### src/rtl/snake_score_display_mux_pkg.sv
// Shared types and helpers for the snake score display: converter states,
// seven-segment encoding, double-dabble nibble adjust and a power-of-ten helper.
package snake_score_display_mux_pkg;

    typedef enum logic [1:0] {
        ST_IDLE   = 2'd0,
        ST_SHIFT  = 2'd1,
        ST_COMMIT = 2'd2
    } conv_state_e;

    // Active-high segment pattern for a dark digit.
    localparam logic [6:0] SEG_BLANK = 7'h00;

    // Active-high {g,f,e,d,c,b,a}; anything above 9 is dark.
    function automatic logic [6:0] seg_encode(input logic [3:0] nib);
        logic [6:0] s;
        case (nib)
            4'd0:    s = 7'h3F;
            4'd1:    s = 7'h06;
            4'd2:    s = 7'h5B;
            4'd3:    s = 7'h4F;
            4'd4:    s = 7'h66;
            4'd5:    s = 7'h6D;
            4'd6:    s = 7'h7D;
            4'd7:    s = 7'h07;
            4'd8:    s = 7'h7F;
            4'd9:    s = 7'h6F;
            default: s = SEG_BLANK;
        endcase
        return s;
    endfunction

    function automatic logic [3:0] dabble_adj(input logic [3:0] nib);
        return (nib >= 4'd5) ? nib + 4'd3 : nib;
    endfunction

    function automatic logic [31:0] pow10(input int n);
        logic [31:0] r;
        r = 32'd1;
        for (int i = 0; i < n; i++) r = r * 32'd10;
        return r;
    endfunction

endpackage

### src/rtl/snake_bin2bcd.sv
// Sequential double-dabble core: one binary bit per cycle, BIN_W cycles per conversion.
// `last` is high during the final shift cycle; `bcd` holds the result afterwards until the next start.
module snake_bin2bcd
    import snake_score_display_mux_pkg::*;
#(
    parameter int BIN_W = 14,
    parameter int BCD_W = 16
) (
    input  logic             gclk,
    input  logic             grst_n,
    input  logic             start,
    input  logic [BIN_W-1:0] bin,
    output logic             last,
    output logic [BCD_W-1:0] bcd
);

    localparam int CW = $clog2(BIN_W + 1);

    logic             busy;
    logic [CW-1:0]    cnt;
    logic [BIN_W-1:0] bin_sr;
    logic [BCD_W-1:0] adj;

    for (genvar k = 0; k < BCD_W / 4; k++) begin : g_nib
        assign adj[4*k +: 4] = dabble_adj(bcd[4*k +: 4]);
    end

    assign last = busy && (cnt == CW'(1));

    // Upper BCD bit falls off the top; callers only rely on results that fit.
    always_ff @(posedge gclk or negedge grst_n) begin
        if (!grst_n) begin
            busy   <= 1'b0;
            cnt    <= '0;
            bin_sr <= '0;
            bcd    <= '0;
        end else if (start) begin
            busy   <= 1'b1;
            cnt    <= CW'(BIN_W);
            bin_sr <= bin;
            bcd    <= '0;
        end else if (busy) begin
            bcd    <= BCD_W'({adj, bin_sr[BIN_W-1]});
            bin_sr <= bin_sr << 1;
            cnt    <= cnt - CW'(1);
            if (cnt == CW'(1)) busy <= 1'b0;
        end
    end

endmodule

### src/rtl/snake_score_display_mux.sv
// Snake score board driver: load/pending control around the BCD core, atomic display
// commit with overflow saturation, digit scan with leading-zero blanking and output polarity.
module snake_score_display_mux
    import snake_score_display_mux_pkg::*;
#(
    parameter int SCORE_WIDTH   = 14,
    parameter int NUM_DIGITS    = 4,
    parameter int REFRESH_DIV   = 50000,
    parameter int ACTIVE_LOW    = 1,
    parameter int BLANK_LEADING = 1
) (
    input  logic                   i_Clk,
    input  logic                   i_Rst_n,
    input  logic [SCORE_WIDTH-1:0] i_Score,
    input  logic                   i_Load,
    input  logic                   i_Blank,
    output logic [6:0]             o_Segments,
    output logic [NUM_DIGITS-1:0]  o_DigitSel,
    output logic                   o_Busy,
    output logic                   o_Overflow
);

    localparam int BCD_W = 4 * NUM_DIGITS;
    localparam int PW    = (REFRESH_DIV > 1) ? $clog2(REFRESH_DIV) : 1;
    localparam int IW    = (NUM_DIGITS > 1) ? $clog2(NUM_DIGITS) : 1;

    localparam logic [31:0]           LIMIT     = pow10(NUM_DIGITS);
    localparam logic [BCD_W-1:0]      ALL_NINES = {NUM_DIGITS{4'h9}};
    localparam logic [6:0]            SEG_OFF   = (ACTIVE_LOW != 0) ? 7'h7F : 7'h00;
    localparam logic [NUM_DIGITS-1:0] SEL_OFF   = (ACTIVE_LOW != 0) ? {NUM_DIGITS{1'b1}} : '0;

    conv_state_e            state;
    logic                   pend_vld;
    logic [SCORE_WIDTH-1:0] pend_score;
    logic                   ovf_cap;
    logic [BCD_W-1:0]       disp_bcd;
    logic                   disp_ovf;

    logic                   core_start;
    logic                   core_last;
    logic [BCD_W-1:0]       core_bcd;
    logic [SCORE_WIDTH-1:0] start_score;
    logic                   start_ovf;
    logic                   next_pend;

    // A load arriving in the commit cycle is treated as pending so it is never lost.
    always_comb begin
        next_pend   = pend_vld || i_Load;
        core_start  = 1'b0;
        start_score = i_Score;
        case (state)
            ST_IDLE:   core_start = i_Load;
            ST_COMMIT: begin
                core_start  = next_pend;
                start_score = i_Load ? i_Score : pend_score;
            end
            default: ;
        endcase
    end

    assign start_ovf = (32'(start_score) >= LIMIT);

    snake_bin2bcd #(
        .BIN_W (SCORE_WIDTH),
        .BCD_W (BCD_W)
    ) u_bin2bcd (
        .gclk   (i_Clk),
        .grst_n (i_Rst_n),
        .start  (core_start),
        .bin    (start_score),
        .last   (core_last),
        .bcd    (core_bcd)
    );

    always_ff @(posedge i_Clk or negedge i_Rst_n) begin
        if (!i_Rst_n) begin
            state      <= ST_IDLE;
            pend_vld   <= 1'b0;
            pend_score <= '0;
            ovf_cap    <= 1'b0;
            disp_bcd   <= '0;
            disp_ovf   <= 1'b0;
            o_Busy     <= 1'b0;
        end else begin
            case (state)
                ST_IDLE: begin
                    if (i_Load) begin
                        state   <= ST_SHIFT;
                        ovf_cap <= start_ovf;
                        o_Busy  <= 1'b1;
                    end
                end
                ST_SHIFT: begin
                    if (i_Load) begin
                        pend_vld   <= 1'b1;
                        pend_score <= i_Score;
                    end
                    if (core_last) state <= ST_COMMIT;
                end
                ST_COMMIT: begin
                    disp_bcd <= ovf_cap ? ALL_NINES : core_bcd;
                    disp_ovf <= ovf_cap;
                    pend_vld <= 1'b0;
                    if (next_pend) begin
                        state   <= ST_SHIFT;
                        ovf_cap <= start_ovf;
                    end else begin
                        state  <= ST_IDLE;
                        o_Busy <= 1'b0;
                    end
                end
                default: state <= ST_IDLE;
            endcase
        end
    end

    assign o_Overflow = disp_ovf;

    logic [PW-1:0] presc;
    logic [IW-1:0] idx;

    always_ff @(posedge i_Clk or negedge i_Rst_n) begin
        if (!i_Rst_n) begin
            presc <= '0;
            idx   <= '0;
        end else if (presc == PW'(REFRESH_DIV - 1)) begin
            presc <= '0;
            idx   <= (idx == IW'(NUM_DIGITS - 1)) ? '0 : idx + IW'(1);
        end else begin
            presc <= presc + PW'(1);
        end
    end

    // lead_zero[k]: digits k..top are all zero.
    logic [NUM_DIGITS-1:0] zero_dig;
    logic [NUM_DIGITS-1:0] lead_zero;

    for (genvar k = 0; k < NUM_DIGITS; k++) begin : g_dig
        assign zero_dig[k] = (disp_bcd[4*k +: 4] == 4'd0);
        if (k == NUM_DIGITS - 1) begin : g_top
            assign lead_zero[k] = zero_dig[k];
        end else begin : g_low
            assign lead_zero[k] = zero_dig[k] && lead_zero[k+1];
        end
    end

    logic [3:0]            cur_nib;
    logic                  lead_blank;
    logic [6:0]            seg_act;
    logic [NUM_DIGITS-1:0] sel_act;

    always_comb begin
        cur_nib    = disp_bcd[4*idx +: 4];
        lead_blank = (BLANK_LEADING != 0) && (idx != '0) && lead_zero[idx];
        seg_act    = lead_blank ? SEG_BLANK : seg_encode(cur_nib);
        sel_act    = (lead_blank || i_Blank) ? '0 : (NUM_DIGITS'(1) << idx);
    end

    always_ff @(posedge i_Clk or negedge i_Rst_n) begin
        if (!i_Rst_n) begin
            o_Segments <= SEG_OFF;
            o_DigitSel <= SEL_OFF;
        end else begin
            o_Segments <= (ACTIVE_LOW != 0) ? ~seg_act : seg_act;
            o_DigitSel <= (ACTIVE_LOW != 0) ? ~sel_act : sel_act;
        end
    end

endmodule

### config.mk
export PLATFORM = sky130hd
export DESIGN_NAME = snake_score_display_mux
export DESIGN_NICKNAME = d
export VERILOG_FILES = /design/src/rtl/snake_score_display_mux_pkg.sv /design/src/rtl/snake_bin2bcd.sv /design/src/rtl/snake_score_display_mux.sv
export SDC_FILE = /design/constraint.sdc
export NUM_CORES = 1
export LEC_CHECK = 0
export BUFFER_PORTS_ARGS = -buffer_cell sky130_fd_sc_hd__buf_2
export CAP_MARGIN = 30
export CELL_PAD_IN_SITES_DETAIL_PLACEMENT = 1
export CELL_PAD_IN_SITES_GLOBAL_PLACEMENT = 2
export CORE_MARGIN = 2
export CORE_UTILIZATION = 40
export DETAILED_ROUTE_END_ITERATION = 10
export GPL_TIMING_DRIVEN = 0
export PLACE_DENSITY = 0.81
export SYNTH_ARGS = -nofsm -noshare
export SYNTH_HDL_FRONTEND = slang
export SYNTH_SLANG_ARGS = --single-unit
### constraint.sdc
create_clock -name i_Clk -period 2.3 [get_ports i_Clk]
set_input_delay 0.69 -clock i_Clk [delete_from_list [all_inputs] [get_ports i_Clk]]
set_output_delay 0.69 -clock i_Clk [all_outputs]
set_load 0.1 [all_outputs]
======== Yosys cells after proc, flatten, opt, wreduce, memory -nomap -nowiden ========
Memory sizes are Yosys's and may differ from the RTL's.
Cells that the tools add are included.
storage, ports and cells
  logic and storage cells ................. 97
  memory bits (read-only) ................. 112
  register bits after elaboration ......... 100
  memories ................................ 1
  input port bits ......................... 18
memories
  memory           words  width  rd ports  clocked after memory_dff  write ports  RTL line                           source
  (no name shown)  16     7      1         0                         0            snake_score_display_mux_pkg.sv:17  case (nib)
cells by class
  reduce and logical (&&, ||, !) cells .... 20
  equal/unequal tests ..................... 10
  $lt $le $gt $ge ......................... 6
  shift operators ......................... 2
  bitwise gates (word level) .............. 2
  multiplexer cells ....................... 34
  $add $sub $neg .......................... 7
operator list
  kind                                                                    count
  16-bit 2-to-1 mux                                                       4
  14-bit 2-to-1 mux                                                       4
  4-bit 2-to-1 mux                                                        6
  16-bit by 1-bit adder with 16-bit output (second input constant)        1
  16-bit equality test (second input constant)                            1
  4-bit by 3-bit >= comparator with 1-bit output (second input constant)  4
  4-bit zero test                                                         4
  16-bit by 5-bit variable part select with 4-bit output                  1
  14-bit >= comparator (second input constant)                            1
  4-bit by 2-bit adder with 4-bit output (second input constant)          3
  2-bit != test (second input constant)                                   5
  1-bit 2-to-1 mux                                                        9
  1-bit one-hot mux with 2 select lines                                   4
  2-bit nonzero test                                                      4
  7-bit 2-to-1 mux                                                        1
  7-bit NOT                                                               1
  2-bit 2-to-1 mux                                                        3
  2-bit one-hot mux with 3 select lines                                   1
  3-bit AND reduction                                                     2
  1-bit logical AND                                                       5
  2-bit equality test (second input constant)                             2
  4-bit by 1-bit equality test with 1-bit output (second input constant)  1
  4-bit NOT                                                               1
  2-bit AND reduction                                                     2
  other kinds (10)                                                        11

======== Logic depth before layout (Yosys ltp) ========
  word-level depth ........................ 10
  depth in mapped cells ................... 7
  mapped depth without buffers ............ 7

======== Modules after synthesis ========
Synthesis repeated with hierarchy kept, for this count alone.
unflattened totals
  cells, all modules ...................... 488
  area total of the unflattened synthesis .. 5,172.5 um^2
by module, submodules not included
  module                   sequential area each (um^2)  area an instance (um^2)  cells an instance  instances
  snake_score_display_mux  1,640.3                      3,253.1                  293                1
  snake_bin2bcd            875.8                        1,919.3                  195                1

======== Worst setup path after synthesis ========
Ideal clock, no wire load.
  kind .................................... in2reg
  start point ............................. input i_Load
  end point ............................... register pend_score[10]
  path buffers ............................ 2
  arrival time ............................ 1,624 ps
  required time ........................... 2,175 ps
  cell stages on the path ................. 4
  setup time .............................. 125 ps
  slack ................................... 552 ps
  path through ............................ clkbuf_2 -> nand3b_1 -> buf_2 -> mux2_2
on the way
  cells in the longest elaborated chain, start to end .. 1
RTL lines
  item                    RTL line                       source
  start: declaration      snake_score_display_mux.sv:15  input logic i_Load,
  14-bit 2-to-1 mux       -
  end signal: assignment  snake_score_display_mux.sv:96  pend_score <= i_Score;
  end: declaration        snake_score_display_mux.sv:34  logic [SCORE_WIDTH-1:0] pend_score;
Every way passes these cells.
A chain may end at the register's enable or synchronous reset.

======== Final worst setup path ========
  start point ............................. register o_DigitSel[3]
  end point ............................... output o_DigitSel[3]
RTL lines
  item                      RTL line                        source
  start: declaration        snake_score_display_mux.sv:18   output logic [NUM_DIGITS-1:0] o_DigitSel,
  start signal: assignment  snake_score_display_mux.sv:165  o_DigitSel <= (ACTIVE_LOW != 0) ? ~sel_act : sel_act;
No word-level cell between the ends.

==> run summary <==
HP Class - input port to async pin
Min cycle time layout - 1954 ps
Worst stage delay on the critical path - 510 ps
I/O pin cnt - 31
Vias - 3601
Worst path depth - 1
Detailed Place HPWL - 7739 um
Clk sinks - 100
Synth top cells by count - dfrtp_1, nor2_1, nand2_1, a21oi_1, o21ai_0
DRC Markers - 0
Max frequency - 511.7 MHz
Inst Count DP - 677
#FFs+latches synth - 100
DIE WIDTH - 116.1 um
Critical path buffers and inverters - 1
Mapped Nets - 517
H-tree Lvls - 3
Cts bufs inserted - 9
Die area - 13480 um2
Sequential share of the synthesized area - 50.04%
Largest net degree at the start of global routing - 52
Post-cts resize count - 0
Max-Cap Viols - 0
Post-synthesis cell type count - 44
Post-synth EDFFs - 0
DRT iter0 DRCs - 170
Relative slew slack - 55.00%
Predominant post-synthesis flop cell - dfrtp_1
Vias/cell - 5.204
DRT Pass-1 Iters - 6
Initial antenna violation count - 0
Clock buffer depth - 2
DR WL/cell - 15.61 um
Fin. max-slew vios - 0
CP Launch Type - flop
Clock latency on the worst-skew pair - 340 ps
Total track usage - 17.55%
Top cells by area, synth - dfrtp_1, mux2i_1, dfstp_2, ha_1, mux2_2
Gp weighted congestion - 0.7985
Post-synthesis cell area - 5029 um2
Area growth from synthesis to layout - 13.96%
Number of global-route vias before repair - 3739
WS Path Type - flop to output port
Global route overflow - 0
Fin nets - 558
Critical path peak fanout - 1
Clock transition at the registers of the reported paths - 70 ps
Worst path required time - 1610 ps
Worst Skew - 8.151 ps
Final Hold Vio Count - 0
First-pass GRT wire length - 18710 um
Crit. End Element - output port
Critical path cell sequence - buf_2
Finished Layout Cells - 692
PD cells - 1189 nW/um2
Endpoints failing setup - 0
Area fraction of the dominant cell type after synthesis - 44.29%
Gate Count Post-Synth - 479
Clk root buf - clkbuf_16
CORE AREA - 12160 um2
CTS Hold Buffers Added - 0
Die Y-Extent - 116.1 um
Outcome - finished, final reports clean
Layout cells sized above 1 - 17.75%
Cell with the most instances after synthesis - dfrtp_1
Ant. Diodes - 0
Routed wire length - 10800 um
Area leader, netlist - dfrtp_1
R2r setup slk - 450 ps
Postcts setup bufs - 0
Port Buf Inserts - 29
FF-to-FF path depth - 6
Slowest CP cell - dfstp_2
Final core utilization - 47.12%
Leak - 2.552 nW
Post-synth ARST share - 100.0%
Yosys warnings - 0
Syn Area/Cell - 10.50 um2
Slew @ Worst Pin - 674.9 ps
RSZ-0062 raised after global routing - false
Period utilization - 84.97%
Final antenna-violating net count - 0
TritonCTS clock tree - yes
VDD IR max - 0.0005642 V
Initial Util - 41.35%
CP arrival - 1260 ps
Row Count - 40
Crit-path leading delay family - flip-flops
## routing by layer
metal	wire, um	global-route usage, %	part of all wire [%]	up-vias
li1	-	-	-	1740
met1	5101	23.17	47	1819
met2	5365	29.98	50	32
met3	219	3.269	2.0	10
met4	116	4.524	1.1	0
met5	0	0	0	-
## cell type report
class / count / area, um2
fillers: 1350 / 6431
repair buffers: 30 / 175.2
flip-flops and latches: 100 / 2516
plain buffers: 25 / 122.6
clock inverters: 4 / 73.82
inverters: 16 / 60.06
well taps: 168 / 210.2
multi-input cells: 338 / 2330
clock buffers: 11 / 242.7
## metrics by stage
stage	hold slack (ps)	power, mW	setup WS [ps]	TNS [ps]	cell area, um2
finish	394.8	6.814	345.7	0	5731
global route	436.6	7.329	303.8	0	5731
CTS	414.4	6.899	327.9	0	5731
detailed placement	456.2	5.239	207.1	0	5414
global placement	447.4	5.115	-578.5	-51120	5384
floorplan	394.4	4.607	551.7	0	5029
## report_power, final
part / total (mW) / switching, mW / internal, mW
registers: 2.75 / 0.429 / 2.32
clock network: 1.62 / 0.638 / 0.978
logic: 2.45 / 1.46 / 0.997
total: 6.81 / 2.52 / 4.29
## layout by cell type (no fill, tap or decap), types with 14 or more instances in the layout
master and count:
nor2b_1 15, nor2_1 45, mux2i_1 29, a21oi_1 32
dfrtp_1 89, buf_2 35, clkbuf_1 14, a211oi_1 16
inv_1 16, mux2_2 18, xnor2_1 14, nand2_1 39
ha_1 20, o21ai_0 30, nand3_1 16
## flip-flops by register name (all words and copies together) (netlist names), 2 cells and up
name,count
u_bin2bcd.bcd,16
pend_score,14
o_Segments,7
disp_bcd,16
u_bin2bcd.bin_sr,14
state,2
o_DigitSel,4
presc,16
u_bin2bcd.cnt,4
idx,2
## worst paths after layout
| path | from | end |
|---|---|---|
| setup / recovery | o_DigitSel[3] | o_DigitSel[3] |
| max in group asynchronous | i_Rst_n | o_Segments[0] |
| hold reg to reg | presc[0] | presc[0] |
| min in group i_Clk | presc[0] | presc[0] |
| hold / removal | i_Rst_n | presc[12] |
| setup reg to reg | idx[1] | o_Segments[1] |
## cell families after synthesis
kind of cell             synth area share (%)
AO/OA/AOI/OAI                           10.38
flip-flops                              50.04
AND/OR/NAND/NOR                         15.73
multiplexers                            11.59
XOR/XNOR                                3.658
buffers and inverters                   3.633
adder cells (fa/ha/maj)                 4.976
## worst register-to-register path: stages, from the launching register on
cell and delay [ps]:
dfrtp_1 390, buf_6 160, mux4_2 600, inv_1 160, ha_1 260, a21oi_1 120, o21ai_0 80
(Power assumes the default switching activity.)
